<file path="config.mk">
export PLATFORM = sky130hd
export DESIGN_NAME = fe_pipe_regs
export DESIGN_NICKNAME = d
export VERILOG_FILES = /design/src/rtl/fe_pipe_regs.sv
export SDC_FILE = /design/constraint.sdc
export NUM_CORES = 1
export LEC_CHECK = 0
export BUFFER_PORTS_ARGS = -buffer_cell sky130_fd_sc_hd__buf_2
export CORE_AREA = 2 2 167 169
export DETAILED_ROUTE_END_ITERATION = 6
export DIE_AREA = 0 0 169 171
export SYNTH_ARGS = -nofsm -noshare
export SYNTH_HDL_FRONTEND = slang
export SYNTH_SLANG_ARGS = --single-unit
export TNS_END_PERCENT = 20
</file>
<file path="constraint.sdc">
create_clock -name clk_i -period 12.2 [get_ports clk_i]
set_clock_uncertainty 0.1 [all_clocks]
set_input_delay 2.44 -clock clk_i [delete_from_list [all_inputs] [get_ports clk_i]]
set_output_delay 2.44 -clock clk_i [all_outputs]
set_load 0.05 [all_outputs]
</file>
<file path="src/rtl/fe_pipe_regs.sv">
// Front-end pipeline register bank: fetch PC, F/D and D/E registers with stall/flush/redirect control.
// Optional FE_PIPE_PERF_CNT_EN adds saturating stall and redirect cycle counters.

package fe_pipe_regs_pkg;

    typedef enum logic [3:0] {
        ALU_ADD   = 4'd0,
        ALU_SUB   = 4'd1,
        ALU_SLL   = 4'd2,
        ALU_SLT   = 4'd3,
        ALU_SLTU  = 4'd4,
        ALU_XOR   = 4'd5,
        ALU_SRL   = 4'd6,
        ALU_SRA   = 4'd7,
        ALU_OR    = 4'd8,
        ALU_AND   = 4'd9,
        ALU_LUI   = 4'd10,
        ALU_LOAD  = 4'd11,
        ALU_STORE = 4'd12
    } alu_ctrl_e;

endpackage

module fe_pipe_regs
    import fe_pipe_regs_pkg::*;
#(
    parameter int unsigned     XLEN     = 32,
    parameter logic [XLEN-1:0] RESET_PC = '0
) (
    input  logic            clk_i,
    input  logic            rst_i,
    input  logic            stall_fd_i,
    input  logic            flush_d_i,
    input  logic            flush_e_i,
    input  logic            redirect_i,
    input  logic [XLEN-1:0] redirect_pc_i,
    input  logic [31:0]     instrF_i,
    output logic [XLEN-1:0] pcF_o,
    output logic [XLEN-1:0] pcD_o,
    output logic [31:0]     instrD_o,
    output logic            validD_o,
    input  logic [4:0]      rs1D_addr_i,
    input  logic [4:0]      rs2D_addr_i,
    input  logic [4:0]      rdD_addr_i,
    input  logic            rd_wr_enaD_i,
    input  alu_ctrl_e       opD_i,
    input  logic [XLEN-1:0] rs1D_data_i,
    input  logic [XLEN-1:0] rs2D_data_i,
    input  logic [XLEN-1:0] immD_i,
    output logic [4:0]      rs1E_addr_o,
    output logic [4:0]      rs2E_addr_o,
    output logic [4:0]      rdE_addr_o,
    output logic            rd_wr_enaE_o,
    output alu_ctrl_e       opE_o,
    output logic [XLEN-1:0] rs1E_data_o,
    output logic [XLEN-1:0] rs2E_data_o,
    output logic [XLEN-1:0] immE_o,
    output logic [XLEN-1:0] pcE_o,
    output logic            validE_o
`ifdef FE_PIPE_PERF_CNT_EN
    ,
    output logic [31:0]     stall_cnt_o,
    output logic [31:0]     flush_cnt_o
`endif
);

    localparam int unsigned RA_W      = 5;
    localparam logic [31:0] NOP_INSTR = 32'h0000_0013;

    typedef struct packed {
        logic [RA_W-1:0] rs1;
        logic [RA_W-1:0] rs2;
        logic [RA_W-1:0] rd;
        logic            rd_wr_ena;
        alu_ctrl_e       op;
        logic [XLEN-1:0] rs1_data;
        logic [XLEN-1:0] rs2_data;
        logic [XLEN-1:0] imm;
        logic [XLEN-1:0] pc;
        logic            valid;
    } de_t;

    // Bubble op is ADD (non-load) so a bubble can never raise a load-use stall.
    localparam de_t DE_BUBBLE = '{
        rs1: '0, rs2: '0, rd: '0, rd_wr_ena: 1'b0, op: ALU_ADD,
        rs1_data: '0, rs2_data: '0, imm: '0, pc: '0, valid: 1'b0
    };

    logic [XLEN-1:0] pc_q, pc_d;
    logic [XLEN-1:0] pcD_q, pcD_d;
    logic [31:0]     instrD_q, instrD_d;
    logic            validD_q, validD_d;
    de_t             de_q, de_d;

    // Next-state: redirect beats stall on PC, flush beats stall on F/D; D/E never stalls.
    always_comb begin
        pc_d     = pc_q + XLEN'(4);
        pcD_d    = pc_q;
        instrD_d = instrF_i;
        validD_d = 1'b1;
        de_d     = '{
            rs1: rs1D_addr_i, rs2: rs2D_addr_i, rd: rdD_addr_i,
            rd_wr_ena: rd_wr_enaD_i, op: opD_i,
            rs1_data: rs1D_data_i, rs2_data: rs2D_data_i, imm: immD_i,
            pc: pcD_q, valid: validD_q
        };

        if (stall_fd_i) begin
            pc_d     = pc_q;
            pcD_d    = pcD_q;
            instrD_d = instrD_q;
            validD_d = validD_q;
        end
        if (redirect_i) begin
            pc_d = redirect_pc_i;
        end
        if (flush_d_i) begin
            pcD_d    = '0;
            instrD_d = NOP_INSTR;
            validD_d = 1'b0;
        end
        if (flush_e_i) begin
            de_d = DE_BUBBLE;
        end
    end

    always_ff @(posedge clk_i or posedge rst_i) begin
        if (rst_i) begin
            pc_q     <= RESET_PC;
            pcD_q    <= '0;
            instrD_q <= NOP_INSTR;
            validD_q <= 1'b0;
            de_q     <= DE_BUBBLE;
        end else begin
            pc_q     <= pc_d;
            pcD_q    <= pcD_d;
            instrD_q <= instrD_d;
            validD_q <= validD_d;
            de_q     <= de_d;
        end
    end

    assign pcF_o        = pc_q;
    assign pcD_o        = pcD_q;
    assign instrD_o     = instrD_q;
    assign validD_o     = validD_q;
    assign rs1E_addr_o  = de_q.rs1;
    assign rs2E_addr_o  = de_q.rs2;
    assign rdE_addr_o   = de_q.rd;
    assign rd_wr_enaE_o = de_q.rd_wr_ena;
    assign opE_o        = de_q.op;
    assign rs1E_data_o  = de_q.rs1_data;
    assign rs2E_data_o  = de_q.rs2_data;
    assign immE_o       = de_q.imm;
    assign pcE_o        = de_q.pc;
    assign validE_o     = de_q.valid;

`ifdef FE_PIPE_PERF_CNT_EN
    logic [31:0] stall_cnt_q, stall_cnt_d;
    logic [31:0] flush_cnt_q, flush_cnt_d;

    // Saturating counters: stalls that were not overridden by a redirect, and redirect cycles.
    always_comb begin
        stall_cnt_d = stall_cnt_q;
        flush_cnt_d = flush_cnt_q;
        if (stall_fd_i && !redirect_i && (stall_cnt_q != 32'hFFFF_FFFF)) begin
            stall_cnt_d = stall_cnt_q + 32'd1;
        end
        if (redirect_i && (flush_cnt_q != 32'hFFFF_FFFF)) begin
            flush_cnt_d = flush_cnt_q + 32'd1;
        end
    end

    always_ff @(posedge clk_i or posedge rst_i) begin
        if (rst_i) begin
            stall_cnt_q <= '0;
            flush_cnt_q <= '0;
        end else begin
            stall_cnt_q <= stall_cnt_d;
            flush_cnt_q <= flush_cnt_d;
        end
    end

    assign stall_cnt_o = stall_cnt_q;
    assign flush_cnt_o = flush_cnt_q;
`endif

endmodule
</file>
Word level (Yosys, flattened, before mapping)

Cells that the tools add are included.

ROM bits: 0
Bits of input ports: 186
RAM bits: 0
Register bits: 246
Word-level logic and storage cells: 26
Output and inout bits: 246
Memories: 0
Latch bits: 0

Multipliers: 0
Reductions and logical operators: 0
$add $sub $neg: 1
Order comparisons: 0
Bitwise gates (word level): 0
Equal/unequal tests: 2
Shift operators: 0
Multiplexer cells: 9
Divide/modulo/power cells: 0

Operators by type and width:

| kind                                          | number |
|---|---|
| two-way mux 32 bit                            | 6 |
| two-way mux 149 bit                           | 1 |
| adder 32 x 3 -> 32 bit, second input constant | 1 |
| != test 2 x 1 -> 1 bit, second input constant | 2 |
| two-way mux 1 bit                             | 2 |

Logic depth before layout (Yosys ltp)

Gate-level depths: netlist (run 1).

Depth in word-level cells: 3
Gate-level depth with buffers: 6
Gate-level depth less buffers: 5

Worst setup path after synthesis (run 1)

Ideal clock, no wire load.

Path type: input-to-reg
From: input port stall_fd_i
To: register pc_q[25], in the netlist pcF_o[25]
Data required time: 11.980 ns
Library setup time: 0.120 ns
Cell stages on the path: 4
Path slack: 8.201 ns
Arrival time: 3.779 ns
Buffers on the path: 0
Cell sequence: nand4b_2 -> or2_2 -> or4_1 -> a31o_2

Longest elaborated chain between the ends: 1

RTL lines:

| element                          | RTL line | source |
|---|---|---|
| start: declaration               | 32       | `input logic stall_fd_i,` |
| != test 2 x 1 -> 1 bit (no line) | n/a      |  |
| end signal: assignment           | 135      | `pc_q <= pc_d;` |
| end: declaration                 | 89       | `logic [XLEN-1:0] pc_q, pc_d;` |

Every way passes these cells.
A chain may end at the register's enable or synchronous reset.

Worst setup path after layout (run 1)

From: register pc_q[17], in the netlist pcF_o[17]
To: output port pcF_o[17]

RTL lines:

| element          | RTL line | source |
|---|---|---|
| end: declaration | 38       | `output logic [XLEN-1:0] pcF_o,` |

No word-level cell between the ends.

==> results of run 1 <==
==> cells by family (layout without fill, tap and decap cells) <==
kind of cell | count (synthesis) | in the layout
simple gates | 320 | 320
buf+inv | 50 | 495
compound gates | 49 | 49
mux | 63 | 63
fa+ha+maj | 1 | 1
xor+xnor | 12 | 12
flops | 246 | 246
==> power breakdown <==
| group | total, mW | internal [mW] | switching [mW] |
|---|---|---|---|
| clock network | 0.833 | 0.503 | 0.330 |
| logic | 0.363 | 0.0931 | 0.269 |
| registers | 0.899 | 0.864 | 0.0350 |
==> path summary, 6_finish.rpt <==
path / start / endpoint / slack, ps
min: pcD_o[27] / pcE_o[27] / 410
min in group asynchronous: rst_i / rs1E_data_o[6] / 2020
min reg2reg: pcD_o[27] / pcE_o[27] / 410
max reg2reg: pcF_o[9] / pcF_o[25] / 9820
max: pcF_o[17] / pcF_o[17] / 8230
max in group asynchronous: rst_i / instrD_o[16] / 8520
==> placed cells by master, fill, tap and decap left out, drive strengths merged, types with 6 or more instances in the layout <==
master  count
xnor2       6
nand3      13
clkbuf     43
o311ai      7
a31oi       9
nand4      12
xor2        6
buf       436
nor2       78
mux2i      61
o31ai       7
nand2      29
nor3        7
dfrtp     243
or4        11
inv         7
o21ai      15
nor2b     154
==> per-layer routing <==
layer  vias to the layer above  global-route usage (%)  share of wire, %
met5                         -                       0             0.098
met4                         4                    3.42               1.2
met3                        36                    6.34               9.9
met2                       288                    31.9                51
met1                      3411                    21.8                38
li1                       3303                       -                 -
==> state kept, by name (all words and copies together) (netlist names), 4 cells and up <==
name / cells
immE_o: 32
instrD_o: 32
pcD_o: 32
pcE_o: 32
pcF_o: 32
rs1E_data_o: 32
rs2E_data_o: 32
rdE_addr_o: 5
rs1E_addr_o: 5
rs2E_addr_o: 5
opE_o: 4
==> through the flow <==
stage          hold slack (ps)  cells  power (mW)  setup WS [ps]
6_report                   414   1532        2.09           8230
5_1_grt                    436   1532        2.18           8160
4_1_cts                    420   1532        2.13           8190
3_5_place_dp               405   1480        1.28           7710
3_3_place_gp               394   1480        1.28           7720
2_1_floorplan              654    741        1.17           2910
==> area by class of cell <==
cell class	instances	share of cell area, %
repair buffers	436	17.5
well taps	346	3.44
clock inverters	9	0.824
multi-input cells	445	22.6
inverters	7	0.268
clock buffers	43	6.50
flip-flops and latches	246	48.9
==> results.toml, run 1 <==
[die]
fp.dieH_um = 171
design.portCount = 432
die_area_um2 = 28900
die_width_um = 169
initial_utilization_pct = 33.7
rows = 61
fp.coreArea_um2 = 27300

[hold_path]
hold_class = "flip-flop to flip-flop"
worstHoldPathCells = 1

[setup_path]
maximum_fanout_along_the_worst_path = 9
critical-path-top-delay-family = "flip-flops"
worst_setup_path_end_kind = "output port"
cp_num_cells = 1
crit_required_ps = 9660
critPathMaxStageDelay_ps = 560
critPathSlowestCell = "dfrtp_1"
crit_type = "flip-flop to output port"
number_of_cells_on_the_worst_reg_to_reg_path = 4
critPathBufInv = 1
crit_path_cells = "buf_2"
critical_path_arrival_ps = 1430
critical_path.startpoint_type = "flip-flop"

[finish]
number_of_inserted_diodes = 0
post-route-util_pct = 46.1
final_cell_area_um2 = 12600
final_nets = 1351
layout.filler_cells = 2623
multi_input_area_um2 = 2850
post_route_cells_drive_above_1_share_pct = 41.5
syn2layout_area_growth_pct = 36.8
layout.area.seq_um2 = 6160

[synth]
synth.top_cell.area_share_pct = 66.1
combinational_family_with_the_most_area_after_synthesis = "simple AND/OR/NAND/NOR gates"
syn_inst = 741
synth_fa_ha_area_share_pct = 0.136
synth_top_cell_by_area = "dfrtp_1"
synthMostInstantiatedCell = "dfrtp_1"
synth_seq_cells = 246
yosysWarnings = 0
netlist_area_um2 = 9210
synth_compound_area_share_pct = 3.63
syn_nets = 928
post_synth_most_frequent_cells = "243 x dfrtp_1, 154 x nor2b_1, 78 x nor2_1, 61 x mux2i_1, 34 x clkbuf_1"
post_synth_edffs = 0
number_of_distinct_library_cells_after_synthesis = 42
synth-seq-area-share_pct = 66.9
fraction_of_synthesized_cell_area_in_xor_and_xnor_cells_pct = 1.14
average_cell_area_after_synthesis_um2 = 12.4
synth_simple_gate_area_share_pct = 19.2
synth_async_sr_flop_share_pct = 100
synth.area.top_cells = "dfrtp_1 66%, nor2b_1 10%, mux2i_1 6.6%"
post_synth_mux_area_share_pct = 6.88
synth_ff_type = "dfrtp_1"

[routing]
dr.pass1.iters = 4
vias = 7042
vias_per_cell = 4.60
detail-route-antenna-nets = 0
drc = 0
dr.first_iter.drc_count = 356
routed_wl_mm = 27.7
wire_per_inst_um = 18.1

[clock_tree]
cts_buffers = 28
tritoncts_clock_tree = "done"
worst_skew_pair.late_latency_ps = 530
path_clk_slew_ps = 60
tritoncts_num_sinks = 246
cts_buffer_depth = 3
clockRootBuffer = "clkbuf_16"
cts_hold_buffers = 0
htree_num_levels = 1
post_cts_buffers = 0
cts_repair_resize_count = 0

[timing]
timing_max_transition_violations_final = 0
fin_setup_tns_ps = 0
max_freq_mhz = 252
timing.max_slew.rel_slack_pct = 40.9
timing.final.hold_violations = 0
post_route_clock_period_utilization_pct = 32.5
setup_viol = 0
rsz_0062_raised_after_global_routing = "no"
worst-slew-pin-transition_ps = 887
final_period_minus_worst_setup_slack_ps = 3970

[power_and_ir_drop]
pwr_density_cell_nw_per_um2 = 166
static_leakage_nw = 6.68
worst_ir_drop_vdd_uv = 105

[run]
maxCapViolCount = 0

[global_routing]
grt.overflow.total = 0
grt_max_degree = 131
groute.usage.overall_pct = 18.2
initial_antenna_violation_count = 2
first_global_vias = 6887
grt_first_pass_wirelength_mm = 40.9

[place]
finalWeightedCongestion = 0.819
detailed_place_hpwl_mm = 19.6
place_area_um2 = 11700
buffer_ports.inserted = 431

[outcome]
status = "complete, no violations"
Note: power is estimated with default switching activity, not from simulation.
==> run 2: changes to the inputs <==
--- a/config.mk
+++ b/config.mk
@@ -5,6 +5,7 @@
 export SDC_FILE = /design/constraint.sdc
 export NUM_CORES = 1
 export LEC_CHECK = 0
+export ABC_AREA = 1
 export BUFFER_PORTS_ARGS = -buffer_cell sky130_fd_sc_hd__buf_2
 export CORE_AREA = 2 2 167 169
 export DETAILED_ROUTE_END_ITERATION = 6
==> constraint.sdc (replaced) <==
create_clock -name clk_i -period 3.4 [get_ports clk_i]
set_clock_uncertainty 0.1 [all_clocks]
set_input_delay 0.68 -clock clk_i [delete_from_list [all_inputs] [get_ports clk_i]]
set_output_delay 0.68 -clock clk_i [all_outputs]
set_load 0.05 [all_outputs]
==> run 2 against run 1 <==
Die area is the same. Combinational power grew to 3.8 times the previous value. Register-to-register slack lost 8200 ps. Synthesized cell count grew 32%. Non-clock buffer count grew 10. Routed wire length grew 4.1%. Total power grew to 3.6 times the previous value. First-iteration DRC count grew 19%. Critical endpoint is now pcF_o[7].
==> results.toml, run 2 <==
[outcome]
status = "complete, no violations"

[setup_path]
critPathBufInv = 1
crit_type = "flip-flop to output port"
number_of_cells_on_the_worst_reg_to_reg_path = 8
r2r_setup_slack_ps = 1660
critical-path-top-delay-family = "flip-flops"
timing.rr.start = "pcF_o[2]"
maximum_fanout_along_the_worst_path = 5
critical_path.startpoint_type = "flip-flop"
worstReg2RegEnd = "pcF_o[28]"
worst_setup_path_end_kind = "output port"
critPathMaxStageDelay_ps = 520
crit_required_ps = 2620
crit_path_cells = "buf_2"
critical_path_arrival_ps = 1390
critPathSlowestCell = "dfrtp_1"

[routing]
detail-route-antenna-nets = 0
dr.first_iter.drc_count = 424
wire_per_inst_um = 16.1
dr.pass1.iters = 5
routed_wl_mm = 28.8
vias = 8096
vias_per_cell = 4.53
drc = 0

[power_and_ir_drop]
pwr_density_cell_nw_per_um2 = 586
worst_ir_drop_vdd_uv = 433
static_leakage_nw = 7.51
p_total_mw = 7.57

[clock_tree]
cts_repair_resize_count = 0
cts_hold_buffers = 0
tritoncts_num_sinks = 246
path_clk_slew_ps = 60
clockRootBuffer = "clkbuf_16"
tritoncts_clock_tree = "done"
cts_buffer_depth = 3
htree_num_levels = 1
worst_skew_pair.late_latency_ps = 530
cts_buffers = 26
post_cts_buffers = 0

[global_routing]
first_global_vias = 7979
grt_first_pass_wirelength_mm = 43.4
groute.usage.overall_pct = 19.0
grt.overflow.total = 0
initial_antenna_violation_count = 3
grt_max_degree = 105

[finish]
syn2layout_area_growth_pct = 37.3
post_route_cells_drive_above_1_share_pct = 35.9
final_nets = 1604
post_layout_nonfiller_instances = 1786
mostFrequentLayoutCells = "430 x buf_2, 243 x dfrtp_1, 205 x inv_1"
leading_cell_type_in_the_layout_fill_and_taps_excluded = "buf_2"

[synth]
number_of_distinct_library_cells_after_synthesis = 26
synth_top_cell_by_area = "dfrtp_1"
post_synth_most_frequent_cells = "243 x dfrtp_1, 206 x inv_1, 182 x nor2_1, 135 x nand2_1, 47 x nand3_1"
synth.area.top_cells = "dfrtp_1 65%, inv_1 8.2%, nor2_1 7.3%"
synth-seq-area-share_pct = 65.4
syn_inst = 980
post_synth_edffs = 0
synthMostInstantiatedCell = "dfrtp_1"
average_cell_area_after_synthesis_um2 = 9.60
synth_ff_type = "dfrtp_1"
netlist_area_um2 = 9410
syn_nets = 1167
synth_seq_cells = 246
synth_async_sr_flop_share_pct = 100
synth.top_cell.area_share_pct = 64.6
yosysWarnings = 0

[timing]
fin_hold_ws_ps = 25.6
final_period_minus_worst_setup_slack_ps = 2170
timing.max_slew.rel_slack_pct = 50.3
post_route_clock_period_utilization_pct = 63.7
fin_setup_tns_ps = 0
timing.final.hold_violations = 0
timing_max_transition_violations_final = 0
max_freq_mhz = 462
rsz_0062_raised_after_global_routing = "no"
worst-slew-pin-transition_ps = 744
setup_viol = 0
finalWorstSetupSlack_ps = 1230

[die]
design.portCount = 432
die_area_um2 = 28900
initial_utilization_pct = 34.4
fp.dieH_um = 171
die_width_um = 169
rows = 61
fp.coreArea_um2 = 27300

[place]
finalWeightedCongestion = 0.863
detailed_place_hpwl_mm = 21.5
dp_cells = 1735
place_worst_setup_slack_ps = 1080
buffer_ports.inserted = 431

[run]
maxCapViolCount = 0

[hold_path]
hold_class = "input port to async pin"
-- run 2: cell types whose count changed after synthesis, sizes merged, moves of 34 or more --
cell   before  now
nand2      29  139
nand3      13   47
nor2       78  196
inv         7  210
mux2i      61    0
nor2b     154    0
-- run 2: logic make-up (layout without fill, tap and decap cells) --
logic type	after synthesis	in the layout	share of synthesized area, %
compound gates	100	100	7.15
xor+xnor	2	2	0.186
fa+ha+maj	1	1	0.133
buf+inv	247	704	10.2
flops	246	246	65.4
other cells	0	3	0
simple gates	384	384	16.9
-- run 2: power by group --
group,switching [mW],internal [mW],total [mW]
logic,1.05,0.321,1.37
clock network,1.16,1.83,2.98
registers,0.116,3.10,3.22
total,2.32,5.25,7.57
-- run 2: cell type report --
cell class	instances	area (um^2)
sequential	246	6160
tap	346	433
clock inverter	10	128
inverter	210	792
fill	2688	14400
clock buffer	38	787
multi-input combinational	487	2290
antenna	3	7.51
timing repair buffer	446	2320
-- run 2: worst max-delay path by stage --
stage | from | to | slack, ps | depth (start not counted)
after floorplan | rst_i | immE_o[0] | -610 | 1
after global placement | redirect_i | pcF_o[19] | 1140 | 6
after detailed placement | redirect_i | pcF_o[20] | 1080 | 6
after CTS | pcF_o[4] | pcF_o[4] | 1200 | 1
after global routing | pcF_o[7] | pcF_o[7] | 1180 | 1
final | pcF_o[7] | pcF_o[7] | 1230 | 1
-- run 2: layer usage --
metal  track usage (%)  wire, um  vias up
li1                  -         -     3840
met3              5.14      2520       58
met2              31.9     13700      373
met1              23.5     11600     3825
met4              7.51       958        0
met5                 0         0        -
-- run 2: metrics by stage --
stage                     utilization, %  cell area [um^2]
after floorplan                        -              9420
after global placement              43.9             12000
after detailed placement            43.9             12000
after CTS                           47.3             12900
after global routing                47.3             12900
final                               47.3             12900
==> run 3: changes to the inputs <==
--- a/config.mk
+++ b/config.mk
@@ -5,7 +5,7 @@
 export SDC_FILE = /design/constraint.sdc
 export NUM_CORES = 1
 export LEC_CHECK = 0
-export ABC_AREA = 1
+export ABC_AREA = 0
 export BUFFER_PORTS_ARGS = -buffer_cell sky130_fd_sc_hd__buf_2
 export CORE_AREA = 2 2 167 169
 export DETAILED_ROUTE_END_ITERATION = 6
==> constraint.sdc (replaced) <==
create_clock -name clk_i -period 2 [get_ports clk_i]
set_clock_uncertainty 0.1 [all_clocks]
set_input_delay 0.4 -clock clk_i [delete_from_list [all_inputs] [get_ports clk_i]]
set_output_delay 0.4 -clock clk_i [all_outputs]
set_load 0.05 [all_outputs]
==> run 3 against run 2 <==
Utilization grew 5.8 points. Via count down 2.9%. Cell area is 12% higher. Worst setup slack worse by 1200 ps. Register-to-register slack got worse by 1600 ps. Largest cell class unchanged. Highest routed layer unchanged.
==> results.toml, run 3 (synthesis results as in run 1) <==
[timing]
timing.final.hold_violations = 0
rsz_0062_raised_after_global_routing = "no"
final_period_minus_worst_setup_slack_ps = 1950
setup_viol = 0
timing.max_slew.rel_slack_pct = 58.0
finalWorstSetupSlack_ps = 53.8
worst-slew-pin-transition_ps = 629
max_freq_mhz = 514
post_route_clock_period_utilization_pct = 97.3
timing_max_transition_violations_final = 0

[clock_tree]
htree_num_levels = 1
tritoncts_clock_tree = "done"
cts_buffers = 27
cts_buffer_depth = 3
path_clk_slew_ps = 60
clockRootBuffer = "clkbuf_16"
tritoncts_num_sinks = 246
worst_skew_pair.late_latency_ps = 530

[setup_path]
crit_path_cells = "buf_4, buf_2"
worst_setup_path_end_kind = "output port"
worstReg2RegEnd = "pcF_o[29]"
critPathSlowestCell = "dfrtp_1"
critical_path_arrival_ps = 1450
number_of_cells_on_the_worst_reg_to_reg_path = 4
r2r_setup_slack_ps = 60
crit_required_ps = 1500
critPathMaxStageDelay_ps = 470
timing.rr.start = "pcF_o[18]"
maximum_fanout_along_the_worst_path = 6
critical-path-top-delay-family = "flip-flops"
critical_path.startpoint_type = "flip-flop"
crit_type = "flip-flop to output port"
critPathBufInv = 2

[finish]
mostFrequentLayoutCells = "429 x buf_2, 242 x dfrtp_1, 154 x nor2b_1"
final_nets = 1547
post_route_cells_drive_above_1_share_pct = 40.0
syn2layout_area_growth_pct = 57.5
post_layout_nonfiller_instances = 1728
leading_cell_type_in_the_layout_fill_and_taps_excluded = "buf_2"
post-route-util_pct = 53.1

[routing]
dr.first_iter.drc_count = 436
vias = 7863
detail-route-antenna-nets = 0
dr.pass1.iters = 4
vias_per_cell = 4.55
wire_per_inst_um = 17.2
drc = 0
routed_wl_mm = 29.8

[place]
finalWeightedCongestion = 0.858
place_worst_setup_slack_ps = -98.7
dp_cells = 1534
detailed_place_hpwl_mm = 20.5
buffer_ports.inserted = 431

[die]
initial_utilization_pct = 33.7
rows = 61
design.portCount = 432
fp.coreArea_um2 = 27300
die_width_um = 169
die_area_um2 = 28900
fp.dieH_um = 171

[power_and_ir_drop]
pwr_density_cell_nw_per_um2 = 899
worst_ir_drop_vdd_uv = 595
static_leakage_nw = 7.55
p_total_mw = 13.0

[outcome]
status = "complete, no violations"

[global_routing]
grt_max_degree = 77
met3_usage_pct = 5.62
initial_antenna_violation_count = 1
first_global_vias = 8064
global_route.usage.met1_pct = 23.6
groute.usage.overall_pct = 19.7
grt_busiest_layer = "met2"
grt.overflow.total = 0
met2_usage_pct = 34.3
grt_first_pass_wirelength_mm = 44.9

[hold_path]
hold_class = "input port to flip-flop"
end_of_the_worst_hold_path = "immE_o[24]"
hold_path_startpoint = "immD_i[24]"
worstHoldPathCells = 2

[run]
maxCapViolCount = 0
run 3: metrics by stage:
step | area [um^2] | hold WS [ps] | setup TNS, ps
6_report | 14500 | 21.1 | 0
4_1_cts | 14500 | 0.719 | 0
5_1_grt | 14500 | 3.87 | 0
3_3_place_gp | 12200 | 310 | -360
3_5_place_dp | 12200 | 309 | -474
2_1_floorplan | 9210 | 420 | -426330
run 3: timing repair:
item | 4_1_cts | 5_1_grt
resized for setup | 2 | 4
hold endpoints to repair | 147 | 0
setup endpoints to repair | 5 | 7
pin swaps | 0 | 2
gates cloned | 0 | 0
hold buffers | 142 | 0
buffers inserted | 0 | 1
run 3: layer usage:
| layer | vias to the layer above | part of all wire, % |
|---|---|---|
| met5 | - | 0 |
| met4 | 0 | 2.5 |
| met3 | 61 | 7.7 |
| met2 | 303 | 51 |
| met1 | 3797 | 39 |
| li1 | 3702 | - |
run 3: worst max-delay path by stage:
stage | start | to | slack [ps] | cells past startpoint
after global routing | pcF_o[27] | pcF_o[27] | 5 | 2
after floorplan | rst_i | immE_o[0] | -1730 | 1
after CTS | pcF_o[2] | pcF_o[22] | 20 | 6
after global placement | stall_fd_i | pcF_o[29] | -90 | 6
final | pcF_o[27] | pcF_o[27] | 50 | 2
after detailed placement | stall_fd_i | pcF_o[25] | -100 | 5
run 3: where the power goes:
part           internal [mW]  switching [mW]  total (mW)
logic                  0.854            1.81        2.66
registers               5.27           0.144        5.42
clock network           2.98            1.99        4.96
run 3: layout make-up:
| type | instances | area (um^2) |
|---|---|---|
| Antenna cell | 1 | 2.50 |
| Clock buffer | 41 | 788 |
| Clock inverter | 9 | 108 |
| Fill cell | 2386 | 12800 |
| Inverter | 7 | 30.0 |
| Multi-Input combinational cell | 445 | 2870 |
| Sequential cell | 246 | 6160 |
| Tap cell | 346 | 433 |
| Timing Repair Buffer | 633 | 4110 |
run 3: worst reg2reg max path: stages, from the launching register on:
cell	delay [ps]
dfrtp_1	440
nand4_4	170
or4_1	570
or4_1	410
a31oi_1	170
